<file path="config.mk">
export PLATFORM = sky130hd
export DESIGN_NAME = bcd_digit_formatter_flat
export DESIGN_NICKNAME = d
export VERILOG_FILES = /design/src/rtl/bcd_digit_formatter_if.sv /design/src/rtl/bcd_digit_formatter.sv /design/src/flat_wrapper.sv
export SDC_FILE = /design/constraint.sdc
export NUM_CORES = 1
export LEC_CHECK = 0
export ABC_CLOCK_PERIOD_IN_PS = 1650
export CAP_MARGIN = 20
export CORE_ASPECT_RATIO = 1.5
export CORE_MARGIN = 2
export CORE_UTILIZATION = 40
export CTS_BUF_LIST = sky130_fd_sc_hd__clkbuf_8
export DETAILED_ROUTE_END_ITERATION = 10
export PLACE_DENSITY = 0.7
export REMOVE_ABC_BUFFERS = 1
export SLEW_MARGIN = 20
export SYNTH_ARGS = -nofsm -noshare
export SYNTH_HDL_FRONTEND = slang
export SYNTH_SLANG_ARGS = --single-unit
</file>
<file path="constraint.sdc">
create_clock -name clock -period 1.65 [get_ports clock]
set_input_delay 0.33 -clock clock [delete_from_list [all_inputs] [get_ports clock]]
set_output_delay 0.33 -clock clock [all_outputs]
set_load 0.05 [all_outputs]
</file>
<file path="src/rtl/bcd_digit_formatter_if.sv">
// ---------------------------------------------------------------------------
// bcd_digit_formatter_if
//
// Purpose: groups the value/decimal-point handshake and the formatted digit
// outputs of bcd_digit_formatter into one bundle.
//
// Signals:
//   in_valid  value/dp_mask are offered this cycle
//   in_ready  formatter is idle and can accept a value
//   value     unsigned binary number to display (INPUT_WIDTH bits)
//   dp_mask   per-digit decimal point, bit k applies to digits[k]
//   digits    four 6-bit codes {lit, dp, nibble}; digits[0] is leftmost
//   done      one-cycle pulse when digits update
//   overflow  high while the displayed value is saturated
//
// Modports:
//   master  producer of values / consumer of digits (e.g. a testbench)
//   slave   the formatter itself
// ---------------------------------------------------------------------------
interface bcd_digit_formatter_if #(
  parameter int INPUT_WIDTH = 14
);
  logic                   in_valid;
  logic                   in_ready;
  logic [INPUT_WIDTH-1:0] value;
  logic [3:0]             dp_mask;
  // Index 0 occupies the most significant bits, so a 24-bit literal such as
  // {6'h21, 6'h22, 6'h23, 6'h24} reads left to right like the display.
  logic [0:3][5:0]        digits;
  logic                   done;
  logic                   overflow;

  modport master (
    output in_valid,
    output value,
    output dp_mask,
    input  in_ready,
    input  digits,
    input  done,
    input  overflow
  );

  modport slave (
    input  in_valid,
    input  value,
    input  dp_mask,
    output in_ready,
    output digits,
    output done,
    output overflow
  );
endinterface

</file>
<file path="src/rtl/bcd_digit_formatter.sv">
// ---------------------------------------------------------------------------
// bcd_digit_formatter
//
// Purpose: iterative binary-to-BCD converter (shift-and-add-3, one input bit
// per clock) that produces four display digit codes for a downstream
// seven-segment driver. Applies leading-zero blanking and saturates values
// above 9999 to "9999" with the overflow flag raised.
//
// Parameters:
//   INPUT_WIDTH          width of the binary value (>= 14 so 9999 fits)
//   BLANK_LEADING_ZEROS  1 = blank leading zero digits, 0 = show all four
//
// Ports:
//   clock  system clock, everything on the rising edge
//   reset  synchronous active-high reset; aborts any conversion in flight
//   bus    bcd_digit_formatter_if.slave:
//            in_valid/in_ready/value/dp_mask  input handshake
//            digits/done/overflow             formatted result
//
// Timing: a value accepted in cycle C shows its digits, done = 1 and
// in_ready = 1 in cycle C + INPUT_WIDTH + 2.
// ---------------------------------------------------------------------------
module bcd_digit_formatter #(
  parameter int INPUT_WIDTH         = 14,
  parameter bit BLANK_LEADING_ZEROS = 1'b1
) (
  input  logic                 clock,
  input  logic                 reset,
  bcd_digit_formatter_if.slave bus
);

  localparam int CNT_W       = $clog2(INPUT_WIDTH + 1);
  localparam int MAX_DISPLAY = 9999;
  localparam logic [CNT_W-1:0] LAST_STEP = CNT_W'(INPUT_WIDTH - 1);

  // Narrower inputs cannot represent the full display range.
  if (INPUT_WIDTH < 14) begin : g_width_check
    $error("bcd_digit_formatter: INPUT_WIDTH must be >= 14");
  end

  typedef enum logic [1:0] {
    IDLE   = 2'd0,
    SHIFT  = 2'd1,
    FINISH = 2'd2
  } state_t;

  state_t state_reg, state_next;

  // One-cycle strobes decoded from the state machine.
  logic load;
  logic step;
  logic finish;

  // Conversion datapath.
  logic [INPUT_WIDTH-1:0] bin_reg;     // remaining binary bits, MSB first
  logic [15:0]            bcd_reg;     // four BCD nibbles, thousands on top
  logic [15:0]            bcd_adj;     // bcd_reg after the add-3 correction
  logic [CNT_W-1:0]       count_reg;   // shift steps taken so far
  logic [3:0]             dp_reg;      // latched decimal-point mask
  logic                   sat_reg;     // latched value exceeded 9999

  // Result registers.
  logic [0:3][5:0]        digits_reg;
  logic [0:3][5:0]        fmt;
  logic                   done_reg;
  logic                   overflow_reg;

  // Formatting scratch.
  logic                   scanning;
  logic [3:0]             nib;

  // -------------------------------------------------------------------------
  // State register
  // -------------------------------------------------------------------------
  always_ff @(posedge clock) begin
    if (reset) begin
      state_reg <= IDLE;
    end else begin
      state_reg <= state_next;
    end
  end

  // -------------------------------------------------------------------------
  // Next-state logic and strobes
  // -------------------------------------------------------------------------
  always_comb begin
    state_next = state_reg;
    load       = 1'b0;
    step       = 1'b0;
    finish     = 1'b0;
    unique case (state_reg)
      IDLE: begin
        if (bus.in_valid) begin
          load       = 1'b1;
          state_next = SHIFT;
        end
      end
      SHIFT: begin
        step = 1'b1;
        // The step taken with count == INPUT_WIDTH-1 consumes the last bit.
        if (count_reg == LAST_STEP) begin
          state_next = FINISH;
        end
      end
      FINISH: begin
        finish     = 1'b1;
        state_next = IDLE;
      end
      default: begin
        state_next = IDLE;
      end
    endcase
  end

  // -------------------------------------------------------------------------
  // Add-3 correction: any nibble >= 5 would become >= 10 after the coming
  // left shift, so bump it by 3 now to carry into the next decade instead.
  // -------------------------------------------------------------------------
  for (genvar gi = 0; gi < 4; gi++) begin : g_adj
    assign bcd_adj[gi*4 +: 4] = (bcd_reg[gi*4 +: 4] >= 4'd5)
                              ? bcd_reg[gi*4 +: 4] + 4'd3
                              : bcd_reg[gi*4 +: 4];
  end

  // -------------------------------------------------------------------------
  // Digit formatting from the finished accumulator.
  // Blanking walks left to right and stops at the first digit that has
  // either a nonzero nibble or its decimal point set; the units digit is
  // always lit so zero still shows as "0".
  // -------------------------------------------------------------------------
  always_comb begin
    fmt      = '0;
    nib      = 4'd0;
    scanning = BLANK_LEADING_ZEROS;
    for (int k = 0; k < 4; k++) begin
      nib = bcd_reg[(3 - k) * 4 +: 4];
      if (sat_reg) begin
        fmt[k] = {1'b1, dp_reg[k], 4'd9};
      end else if (scanning && (k < 3) && (nib == 4'd0) && !dp_reg[k]) begin
        fmt[k] = 6'h00;
      end else begin
        fmt[k]   = {1'b1, dp_reg[k], nib};
        scanning = 1'b0;
      end
    end
  end

  // -------------------------------------------------------------------------
  // Datapath and result registers
  // -------------------------------------------------------------------------
  always_ff @(posedge clock) begin
    if (reset) begin
      bin_reg      <= '0;
      bcd_reg      <= '0;
      count_reg    <= '0;
      dp_reg       <= '0;
      sat_reg      <= 1'b0;
      digits_reg   <= '0;
      done_reg     <= 1'b0;
      overflow_reg <= 1'b0;
    end else begin
      done_reg <= 1'b0;

      if (load) begin
        bin_reg   <= bus.value;
        dp_reg    <= bus.dp_mask;
        // Decided at acceptance because bin_reg is consumed by the shifting.
        sat_reg   <= (bus.value > INPUT_WIDTH'(MAX_DISPLAY));
        bcd_reg   <= '0;
        count_reg <= '0;
      end

      if (step) begin
        // Shift {bcd, bin} left by one; whatever leaves the top of the
        // 16-bit accumulator only matters for values that saturate anyway.
        bcd_reg   <= {bcd_adj[14:0], bin_reg[INPUT_WIDTH-1]};
        bin_reg   <= bin_reg << 1;
        count_reg <= count_reg + CNT_W'(1);
      end

      if (finish) begin
        digits_reg   <= fmt;
        overflow_reg <= sat_reg;
        done_reg     <= 1'b1;
      end
    end
  end

  // -------------------------------------------------------------------------
  // Outputs
  // -------------------------------------------------------------------------
  assign bus.in_ready = (state_reg == IDLE);
  assign bus.digits   = digits_reg;
  assign bus.done     = done_reg;
  assign bus.overflow = overflow_reg;

endmodule

</file>
<file path="src/flat_wrapper.sv">
// flat-port wrapper written by rule: the top's interface ports become plain ports
module bcd_digit_formatter_flat 
#(
  parameter int INPUT_WIDTH         = 14,
  parameter bit BLANK_LEADING_ZEROS = 1'b1
)
  (clock, reset, bus_in_valid, bus_value, bus_dp_mask, bus_in_ready, bus_digits, bus_done, bus_overflow);
  bcd_digit_formatter_if #(.INPUT_WIDTH(INPUT_WIDTH)) bus_i ();
  input  logic clock;
  input  logic reset;
  input wire logic [$bits(bus_i.in_valid)-1:0] bus_in_valid;
  input wire logic [$bits(bus_i.value)-1:0] bus_value;
  input wire logic [$bits(bus_i.dp_mask)-1:0] bus_dp_mask;
  output wire logic [$bits(bus_i.in_ready)-1:0] bus_in_ready;
  output wire logic [$bits(bus_i.digits)-1:0] bus_digits;
  output wire logic [$bits(bus_i.done)-1:0] bus_done;
  output wire logic [$bits(bus_i.overflow)-1:0] bus_overflow;
  assign bus_i.in_valid = bus_in_valid;
  assign bus_i.value = bus_value;
  assign bus_i.dp_mask = bus_dp_mask;
  assign bus_in_ready = bus_i.in_ready;
  assign bus_digits = bus_i.digits;
  assign bus_done = bus_i.done;
  assign bus_overflow = bus_i.overflow;
  bcd_digit_formatter #(.INPUT_WIDTH(INPUT_WIDTH), .BLANK_LEADING_ZEROS(BLANK_LEADING_ZEROS)) u_core (.clock(clock), .reset(reset), .bus(bus_i));
endmodule
</file>
Yosys cells after proc, flatten, opt, wreduce, memory -nomap -nowiden

Cells that the tools add are included.

Flip-flop bits (word level): 67
Bits of input ports: 21
Output and inout bits: 27

Add/subtract/negate cells: 5
$lt $le $gt $ge: 5
Eq/ne operators: 5
Multiplexer cells: 29
Reduce and logical (&&, ||, !) cells: 15

Operator list:

| cell                                                                    | count |
|---|---|
| 6-bit two-way mux                                                       | 6 |
| 16-bit two-way mux                                                      | 2 |
| 14-bit two-way mux                                                      | 2 |
| 4-bit two-way mux                                                       | 6 |
| 4-bit by 3-bit >= comparator with 1-bit output, second input constant   | 4 |
| 14-bit > comparator, second input constant                              | 1 |
| 4-bit by 2-bit adder with 4-bit output, second input constant           | 3 |
| 4-bit zero test                                                         | 3 |
| 1-bit two-way mux                                                       | 9 |
| 1-bit logical AND                                                       | 5 |
| 4-bit by 1-bit adder with 4-bit output, second input constant           | 1 |
| 4-bit equality test, second input constant                              | 1 |
| 2-bit two-way mux                                                       | 2 |
| 2-bit case mux with 2 select lines                                      | 1 |
| 3-bit by 2-bit adder with 3-bit output, second input constant           | 1 |
| 1-bit zero test                                                         | 3 |
| 3-bit two-way mux                                                       | 1 |
| 2-bit by 1-bit equality test with 1-bit output, second input constant   | 1 |
| 2-bit equality test, second input constant                              | 1 |
| 2-bit zero test                                                         | 1 |
| 2-bit by 1-bit inequality test with 1-bit output, second input constant | 1 |
| 2-bit inequality test, second input constant                            | 1 |
| 2-bit AND reduction                                                     | 1 |
| 2-bit nonzero test                                                      | 1 |
| 2-bit OR reduction                                                      | 1 |

Longest topological paths before layout

Gate-level depths: netlist of the first run.

Depth after elaboration: 12
Gate-level depth with buffers: 6
Gate-level depth less buffers: 6

Least setup slack after synthesis of the first run

No wires, ideal clock.

Path kind: reg-to-reg
Start point: reg u_core.bcd_reg[8]
End point: reg u_core.digits_reg, in the netlist u_core.bus.digits[6]
Setup time: 131 ps
Arrival time: 1292 ps
Required time: 1519 ps
Slack: 227 ps
Cell stages (with the launch flop): 7
Path buffers: 0
Clock period less this slack: 1423 ps
Cell sequence: dfxtp_1 > inv_1 > ha_1 > nor4b_1 > nand3_1 > nor3_1 > nor4_1

Longest elaborated chain between the ends: 9

Ends and longest elaborated chain:

| item                           | line                       | source |
|---|---|---|
| start, declared                | bcd_digit_formatter.sv:56  | `logic [15:0] bcd_reg;` |
| start signal, assigned         | bcd_digit_formatter.sv:176 | `bcd_reg <= {bcd_adj[14:0], bin_reg[INPUT_WIDTH-1]};` |
| 4-bit zero test                | bcd_digit_formatter.sv:139 | `end else if (scanning && (k < 3) && (nib == 4'd0) && !dp_reg[k]) begin` |
| 1-bit logical AND (2 in a row) | bcd_digit_formatter.sv:139 |  |
| 1-bit two-way mux              | bcd_digit_formatter.sv:139 |  |
| 1-bit two-way mux              | bcd_digit_formatter.sv:137 | `if (sat_reg) begin` |
| 1-bit logical AND (2 in a row) | bcd_digit_formatter.sv:139 |  |
| 6-bit two-way mux              | bcd_digit_formatter.sv:139 |  |
| 6-bit two-way mux              | bcd_digit_formatter.sv:137 |  |
| end signal, assigned           | bcd_digit_formatter.sv:182 | `digits_reg <= fmt;` |
| end, declared                  | bcd_digit_formatter.sv:63  | `logic [0:3][5:0] digits_reg;` |

No other way between the ends.
A chain may end at the register's enable or synchronous reset.

Final worst setup path of the first run

Start point: reg u_core.state_reg[0]
End point: out bus_in_ready

Longest elaborated chain between the ends: 1

Ends and longest elaborated chain:

| item                   | line                       | source |
|---|---|---|
| start, declared        | bcd_digit_formatter.sv:47  | `state_t state_reg, state_next;` |
| start signal, assigned | bcd_digit_formatter.sv:79  | `state_reg <= state_next;` |
| 2-bit zero test        | bcd_digit_formatter.sv:192 | `assign bus.in_ready = (state_reg == IDLE);` |
| end, declared          | flat_wrapper.sv:14         | `output wire logic [$bits(bus_i.in_ready)-1:0] bus_in_ready;` |

No other way between the ends.

==> results.md, run 1 <==
Yosys:
- The post-synthesis instance area is 2848 µm².
- The post-synthesis cell count is 316.
- The leading area contributor after synthesis is sky130_fd_sc_hd__dfxtp_1.
- The sequential fraction of the synthesis area is 0.4710.
- The share of Yosys cell area claimed by the top area cell type is 0.4710.
- The number of warning messages in the yosys log is 0.
- Synthesis inferred 67 register bits.
- The synthesized area per cell is 9.012 µm².
- The unique cell type count in the Yosys netlist is 40.
- After synthesis, the share of flip-flops with an asynchronous set or reset is 0.
- The prevailing post-synth register cell is sky130_fd_sc_hd__dfxtp_1.
- In this run, synthesis inferred 0 flip-flops with an integrated enable.
- In the post-synthesis netlist, the biggest area contributors are sky130_fd_sc_hd__dfxtp_1 47%, sky130_fd_sc_hd__a21oi_1 6.2%, sky130_fd_sc_hd__ha_1 5.7%.

Cells and area:
- Fill cells in the final layout number 657.
- The synthesis-to-layout area growth is 31.41%.
- The number of flip-flops in the largest register is 24.
- The ratio of cells with drive above 1 in the final layout is 0.2128.
- Once layout is done, the placed cells without fillers occupy 3742 µm².
- 0 antenna diodes ended up in the layout.
- The net count of the finished layout is 419.
- At the end of the flow the core is filled with cells to 0.5425.
- Once layout is complete, the cells apart from fillers number 468.

Route:
- The wire length reported by the detailed router is 6.526 mm.
- The per-cell via count in the routed design is 5.318.
- Once detail routing completed, the nets flagged for antenna violations numbered 0.
- Detailed routing inserted a total of 2,489 vias.
- The average wire per cell in the routed design is 13.94 µm.
- The DRC violation count after routing is 0.
- The detailed-routing iteration count for the pre-antenna-repair pass is 4.
- The violation count after the first detailed-routing iteration is 98.

Placed design:
- Including well taps, the total number of placed cells is 452.
- Routability-driven placement finished with a final weighted congestion of 0.7438.
- The HPWL after detailed placement is 4.648 mm.
- In this run the tool buffered the top-level ports with 47 buffer cells.
- The area after detailed placement is 3541 µm².

Timing:
- Setup violations remaining at the end of the flow were counted as 0.
- For the pin with the worst max-slew slack, the measured transition is 0.4946 ns.
- The number of hold violations in the final report is 0.
- Dividing the final minimum period by the clock period gives 0.9197.
- Setup repair after global routing left no endpoint under its margin.
- The clock arrives with 0.01323 ns of skew.
- The max-slew violation total from the final report was 0.
- The worst-case headroom to the max-slew limit is 0.6698.
- Static timing analysis puts the maximum clock frequency at 659.0 MHz.
- Hold timing on the final database bottoms out at a slack of 0.3851 ns.
- The minimum clock period is 1.517 ns.

Setup path:
- The worst endpoint data arrival time is 1.19 ns.
- The start-to-end type of the worst setup path is reg2out.
- At the worst endpoint, the required time is 1.32 ns.
- STA classifies the critical path startpoint as a flop.
- The worst register-to-register path has a depth of 4.
- The highest fanout seen on the critical path is 4.
- The kind of capture point of the worst setup path is a primary output.

Power:
- Of the total power, the share spent switching nets is 0.2557.
- The worst ir drop on vdd is 680.4 µV.
- The leakage dissipation is 0.001511 µW.
- The portion of total power attributed to the clock network is 0.385.
- Of the total power, registers draw 0.526.
- The combinational cell fraction of total power is 0.089.
- Summed over all nets, the switching power comes to 817.0 µW.
- The cell-internal power is 2378 µW.
- The ratio of total power to cell area is 853.7 nW/µm².

Global routing:
- The initial antenna violation count is 0.
- Entering global routing, the biggest net connects 28 pins.
- The via count of the first global-routing pass is 2,370.
- The global-route total usage across every layer is 0.1826.
- For this run the aggregate overflow at the end of global routing stands at 0.
- The first global-routing pass estimated 10.94 mm of wire.

Worst hold path:
- The min-delay analysis places its worst path in the category in2reg.
- The instance count along the most critical hold path is 2.

Clock tree:
- In this run the post-CTS setup repair buffer count came out at 0.
- The quantity of hold-fixing buffers added after cts is 0.
- The maximum buffer depth of the clock tree is 2.
- Clock-pin slew was measured on the worst setup and hold paths at 0.07 ns.
- CTS built an H-tree with a depth of 3.
- The insertion delay of the later-clocked pin in the worst-skew pair is 0.35 ns.
- The total number of clock tree sinks is 67.
- The number of buffers added by the clock tree synthesis step is 9.
- TritonCTS built the clock tree.
- CTS placed an instance of sky130_fd_sc_hd__clkbuf_8 at the clock tree root.

Outcome:
- The run finished with clean final reports.

Die:
- The overall die width is 72.89 µm.
- The initial utilization of the core area, before any placement, comes to 0.4128.
- The floorplan has 37 rows.
- The y dimension of the die is 107.3 µm.
- The die covers 7824 µm².
- In this run the count of I/O pins placed on the die edge is 48.
- The area of the core is 6898 µm².

Flow run:
- The max-cap check violation count is 0.
## worst max-delay path, cell delays in order (launching register included)
cell                      delay [ns]
sky130_fd_sc_hd__dfxtp_1        0.33
sky130_fd_sc_hd__buf_4          0.15
sky130_fd_sc_hd__nor2_1         0.19
sky130_fd_sc_hd__buf_12         0.17
## layer usage
layer / vias up / wire (µm) / GRT usage
li1: 1259 / - / -
met3: 10 / 294 / 0.04026
met1: 1166 / 2652 / 0.2015
met2: 54 / 3472 / 0.3253
met4: 0 / 107 / 0.08333
met5: - / 0 / 0
## path summary, 6_finish.rpt
| check | startpoint | endpoint | slack (ns) |
|---|---|---|---|
| max | u_core.state_reg[0]$_SDFFE_PP0P_ | bus_in_ready | 0.13 |
| min | reset | u_core.count_reg[0]$_SDFFE_PP0P_ | 0.39 |
| min reg2reg | u_core.bus.digits[2]$_SDFFE_PP0P_ | u_core.bus.digits[2]$_SDFFE_PP0P_ | 0.45 |
| max reg2reg | u_core.state_reg[1]$_SDFFE_PP0P_ | u_core.bus.digits[1]$_SDFFE_PP0P_ | 0.14 |
## metrics by stage
step	total power (µW)	TNS (ns)	setup WS, ns
5_1_grt	3318	0	0.02884
2_1_floorplan	1834	-0.8878	-0.1808
3_3_place_gp	1993	-0.1925	-0.04623
4_1_cts	3232	0	0.08362
3_5_place_dp	2000	-0.3950	-0.1148
6_report	3195	0	0.1325
## cell usage in the layout (no fill, tap or decap), types with 3 or more instances in the layout
master,instances
sky130_fd_sc_hd__buf_12,4
sky130_fd_sc_hd__nand3b_1,7
sky130_fd_sc_hd__inv_1,9
sky130_fd_sc_hd__clkinv_4,3
sky130_fd_sc_hd__o31ai_1,4
sky130_fd_sc_hd__nor3_1,17
sky130_fd_sc_hd__xnor2_1,4
sky130_fd_sc_hd__buf_4,55
sky130_fd_sc_hd__o21ai_0,6
sky130_fd_sc_hd__nand2b_1,9
sky130_fd_sc_hd__o22ai_1,7
sky130_fd_sc_hd__a21oi_1,33
sky130_fd_sc_hd__a32o_1,4
sky130_fd_sc_hd__a22o_1,4
sky130_fd_sc_hd__nor2_1,24
sky130_fd_sc_hd__nand2_1,35
sky130_fd_sc_hd__clkdlybuf4s50_1,19
sky130_fd_sc_hd__a22oi_1,13
sky130_fd_sc_hd__mux2i_1,10
sky130_fd_sc_hd__nand3_1,3
sky130_fd_sc_hd__dfxtp_1,67
sky130_fd_sc_hd__clkinv_2,3
sky130_fd_sc_hd__ha_1,13
sky130_fd_sc_hd__clkbuf_8,10
## power by group through the flow
stage               combinational [µW]  clock, µW  sequential, µW
floorplan                          125          0            1710
global placement                   277          0            1720
detailed placement                 283          0            1720
CTS                                283       1270            1680
global route                       314       1320            1690
finish                             283       1230            1680
## cell usage after synthesis, types with 2 or more instances
cell	instances
sky130_fd_sc_hd__nor4_1	2
sky130_fd_sc_hd__nand2_1	35
sky130_fd_sc_hd__buf_2	11
sky130_fd_sc_hd__xnor2_1	4
sky130_fd_sc_hd__o21ai_0	6
sky130_fd_sc_hd__nand3b_1	7
sky130_fd_sc_hd__nor3_1	17
sky130_fd_sc_hd__nand4b_1	2
sky130_fd_sc_hd__clkbuf_1	9
sky130_fd_sc_hd__nand3_1	3
sky130_fd_sc_hd__o22ai_1	7
sky130_fd_sc_hd__a211oi_1	2
sky130_fd_sc_hd__a22o_1	4
sky130_fd_sc_hd__a22oi_1	13
sky130_fd_sc_hd__nor2b_1	2
sky130_fd_sc_hd__nor4b_1	2
sky130_fd_sc_hd__ha_1	13
sky130_fd_sc_hd__o31ai_1	4
sky130_fd_sc_hd__mux2i_1	10
sky130_fd_sc_hd__inv_1	9
sky130_fd_sc_hd__dfxtp_1	67
sky130_fd_sc_hd__a21oi_1	35
sky130_fd_sc_hd__nor2_1	24
sky130_fd_sc_hd__nand2b_1	9
sky130_fd_sc_hd__a32o_1	4
## what timing repair did
| item | in CTS | in global routing |
|---|---|---|
| gates resized for setup | 0 | 4 |
| hold endpoints to repair | 0 | 0 |
| endpoints found under the setup margin | 0 | 6 |
## logic make-up after synthesis
logic type	Yosys count	synth area share
flops	67	0.4710
fa+ha+maj	13	0.05712
mux	10	0.03515
xor+xnor	5	0.01538
simple gates	110	0.1942
compound gates	81	0.1828
buf+inv	30	0.04437
## layout make-up
| class | count | area (µm²) | share of cell area |
|---|---|---|---|
| multi-input cells | 219 | 1403 | 0.3748 |
| flip-flops and latches | 67 | 1341 | 0.3584 |
| repair buffers | 79 | 688.2 | 0.1839 |
| clock buffers | 10 | 137.6 | 0.03678 |
| well taps | 78 | 97.59 | 0.02608 |
| clock inverters | 6 | 41.29 | 0.01103 |
| inverters | 9 | 33.78 | 0.009027 |
Power figures use the tool's default switching activity.
==> run 2: changes to the inputs <==
--- a/config.mk
+++ b/config.mk
@@ -12,4 +12,5 @@
 export CORE_UTILIZATION = 40
 export CTS_BUF_LIST = sky130_fd_sc_hd__clkbuf_8
+export CTS_CLUSTER_DIAMETER = 200
 export DETAILED_ROUTE_END_ITERATION = 10
 export PLACE_DENSITY = 0.7
==> constraint.sdc (replaced) <==
create_clock -name clock -period 1.65 [get_ports clock]
set_input_delay 0.33 -clock clock [delete_from_list [all_inputs] [get_ports clock]]
set_output_delay 0.33 -clock clock [all_outputs]
set_load 0.1 [all_outputs]
==> results.md, run 2 (same netlist as run 1, synthesis figures left out) <==
Route:
- The average wire per cell in the routed design came to 14.46 µm (was 13.94 µm).
- The violation count after the first detailed-routing iteration was 135 (was 98).
- The total number of vias is 2,512 (was 2,489).
- The detailed-routing iteration count for the pre-antenna-repair pass is 4 (unchanged).
- The per-cell via count in the routed design is 5.425 (was 5.318).
- The wire length reported by the detailed router was 6.694 mm (was 6.526 mm).
- The DRC violation count after routing is 0 (unchanged).
- The count of antenna-violating nets left after detailed routing was 0 (unchanged).

Cells and area:
- The antenna cell count was 0 (unchanged).
- The sequential cell area is 1341 µm² (unchanged).
- The post-route core utilization came to 0.5948 (was 0.5425).
- The most frequent standard cell in the layout excluding fill and tap cells is sky130_fd_sc_hd__dfxtp_1 (unchanged).
- The count of fill cells added during filler insertion is 576 (was 657).
- The number of nets at the end of the flow is 414 (was 419).
- The multi-input gate area in the final layout came to 1414 µm² (was 1403 µm²).
- The finished layout cell area is 4103 µm² (was 3742 µm²).
- Most frequent cells in the layout: 67 x sky130_fd_sc_hd__dfxtp_1, 35 x sky130_fd_sc_hd__nand2_1, 33 x sky130_fd_sc_hd__a21oi_1, 30 x sky130_fd_sc_hd__buf_12 (was 67 x sky130_fd_sc_hd__dfxtp_1, 55 x sky130_fd_sc_hd__buf_4, 35 x sky130_fd_sc_hd__nand2_1, 33 x sky130_fd_sc_hd__a21oi_1, 24 x sky130_fd_sc_hd__nor2_1).
- The final standard cell count with taps included and fillers excluded was 463 (was 468).
- The number of flip-flops in the largest register is 24 (unchanged).
- The ratio of cells with drive above 1 in the final layout is 0.2052 (was 0.2128).
- The synthesis-to-layout area growth is 44.07% (was 31.41%).

Power:
- The ratio of total power to cell area was 882.7 nW/µm² (was 853.7 nW/µm²).
- The leakage dissipation is 0.001589 µW (was 0.001511 µW).
- The worst ir drop on vdd came to 511.1 µV (was 680.4 µV).

Die:
- The floorplan die area is 7824 µm² (unchanged).
- The number of I/O pins is 48 (unchanged).
- The overall die width is 72.89 µm (unchanged).
- The y dimension of the die is 107.3 µm (unchanged).
- The number of cell rows was 37 (unchanged).
- The area of the core is 6898 µm² (unchanged).
- The starting utilization of the core area is 0.4128 (unchanged).

Setup path:
- Chain of cells forming the critical path: inv_1, ha_1, nand2b_1, a21oi_2, mux2i_1, a22o_1 (was buf_4, nor2_1, buf_12).
- The required time of the critical path is 1.94 ns (was 1.32 ns).
- The delay of the slowest cell on the worst path is 0.39 ns (was 0.33 ns).
- The start-to-end type of the worst setup path is reg2reg (was reg2out).
- The worst endpoint data arrival time is 1.87 ns (was 1.19 ns).
- The critical path buffer and inverter count is 1 (was 2).
- The critical-path cell with the highest stage delay is sky130_fd_sc_hd__dfxtp_1 (unchanged).
- The kind of capture point of the worst setup path is a flop (was primary output).
- The kind of cell adding the most delay to the critical path was compound AO/OA/AOI/OAI gates (was flip-flops).
- The highest fanout seen on the critical path is 5 (was 4).
- The kind of start point of the critical path is a flop (unchanged).

Timing:
- The final setup TNS was 0 ns (unchanged).
- The largest clock skew in the final design is 0.006448 ns (was 0.01323 ns).
- The ratio of final minimum period to clock period is 0.9590 (was 0.9197).
- The number of hold violations in the final report is 0 (unchanged).
- The count of endpoints failing setup in the final report is 0 (unchanged).
- The smallest hold slack is 0.3017 ns (was 0.3851 ns).
- The minimum clock period was 1.582 ns (was 1.517 ns).
- The slew of the pin with the lowest slew margin is 0.5244 ns (was 0.4946 ns).
- The worst-case headroom to the max-slew limit is 0.6499 (was 0.6698).
- The max-slew violation total from the final report was 0 (unchanged).
- The maximum clock frequency is 632.0 MHz (was 659.0 MHz).

Clock tree:
- The insertion delay of the later-clocked pin in the worst-skew pair is 0.35 ns (about the same).
- The number of buffers inserted by post-CTS setup repair is 0 (unchanged).
- The H-tree depth is 3 (unchanged).
- The clock slew at the register clock pins of the worst setup and hold paths is 0.08 ns (was 0.07 ns).
- The maximum buffer depth of the clock tree was 2 (unchanged).
- The quantity of hold-fixing buffers added after cts is 0 (unchanged).
- The number of buffers added by the clock tree synthesis step is 9 (unchanged).
- The total number of clock tree sinks is 67 (unchanged).
- The CTS tree is built (unchanged).
- The root buffer selected by CTS is sky130_fd_sc_hd__clkbuf_8 (unchanged).

Placed design:
- The HPWL after detailed placement is 4.675 mm (was 4.648 mm).
- The number of port buffers is 47 (unchanged).
- The final weighted congestion of routability-driven global placement is 0.8457 (was 0.7438).
- The area after detailed placement is 3829 µm² (was 3541 µm²).
- The count of placed standard cells including taps is 447 (was 452).

Global routing:
- The total congestion overflow is 0 (unchanged).
- The via count of the first global-routing pass was 2,442 (was 2,370).
- The pin count of the biggest net entering global routing was 32 (was 28).
- The global-route total usage across every layer is 0.1818 (was 0.1826).
- The initial antenna violation count is 0 (unchanged).
- The global-route wire length before repair is 11.02 mm (was 10.94 mm).

Flow run:
- The max-cap check violation count came to 0 (unchanged).

Worst hold path:
- The type of the most critical hold path is in2reg (unchanged).

Outcome:
- Result of the run: finished, final reports clean (unchanged).
-- run 2: cell types whose count changed in the layout (fill, tap and decap cells not counted), moves of 2 or more --
cell	before	now
sky130_fd_sc_hd__clkinv_2	3	1
sky130_fd_sc_hd__bufinv_16	0	3
sky130_fd_sc_hd__buf_4	55	24
sky130_fd_sc_hd__buf_12	4	30
sky130_fd_sc_hd__clkinv_4	3	1
-- run 2: per-layer routing --
metal / track usage / routed length, µm
met5: 0 / 0
met4: 0.09656 / 212
met3: 0.03933 / 266
met2: 0.3195 / 3561
met1: 0.1989 / 2652
-- run 2: power by group --
| group | leakage [µW] | internal (µW) | switching (µW) | total [µW] |
|---|---|---|---|---|
| Combinational | 0.000921 | 140 | 147 | 287 |
| Sequential | 0.000543 | 1650 | 32.6 | 1680 |
| Clock | 0.000125 | 1000 | 648 | 1650 |
-- run 2: final cells by class --
type	count	share of cell area
Clock buffer	9	0.03019
Timing Repair Buffer	74	0.2379
Inverter	9	0.008234
Clock inverter	7	0.02836
Multi-Input combinational cell	219	0.3446
Sequential cell	67	0.3269
Tap cell	78	0.02379
-- run 2: per-stage QoR --
stage	worst slack [ns]	power (µW)
after floorplan	-0.2950	1842
after global placement	-0.03971	1996
after detailed placement	-0.08473	2002
after CTS	0.03669	3632
after global routing	-0.04404	3734
final	0.06773	3621
-- run 2: repair_timing --
action | CTS | global route
gates resized for setup | 0 | 6
setup endpoints to repair | 0 | 5
hold endpoints to repair | 0 | 0
-- run 2: worst register-to-register path, cell delays in order (launching register included) --
cell and delay [ns]:
sky130_fd_sc_hd__dfxtp_1 0.39, sky130_fd_sc_hd__inv_1 0.13, sky130_fd_sc_hd__ha_1 0.19, sky130_fd_sc_hd__nand2b_1 0.16, sky130_fd_sc_hd__a21oi_2 0.26, sky130_fd_sc_hd__mux2i_1 0.24
sky130_fd_sc_hd__a22o_1 0.15
-- run 2: path summary, 6_finish.rpt --
kind                            slack [ns]                                to                            from  cells after the start
worst min register to register        0.46    u_core.bin_reg[8]$_SDFFE_PP0P_  u_core.bin_reg[8]$_SDFFE_PP0P_                      2
worst max-delay path                  0.07    u_core.bcd_reg[6]$_SDFFE_PP0P_  u_core.bcd_reg[5]$_SDFFE_PP0P_                      6
worst min-delay path                  0.30  u_core.count_reg[3]$_SDFFE_PP0P_                           reset                      2
worst max register to register        0.07    u_core.bcd_reg[6]$_SDFFE_PP0P_  u_core.bcd_reg[5]$_SDFFE_PP0P_                      6
==> run 3: changes to the inputs <==
- HOLD_SLACK_MARGIN: not set -> 0.06
==> results of run 3 <==
The final DEF is identical to that of run 2; final timing and power are the same.
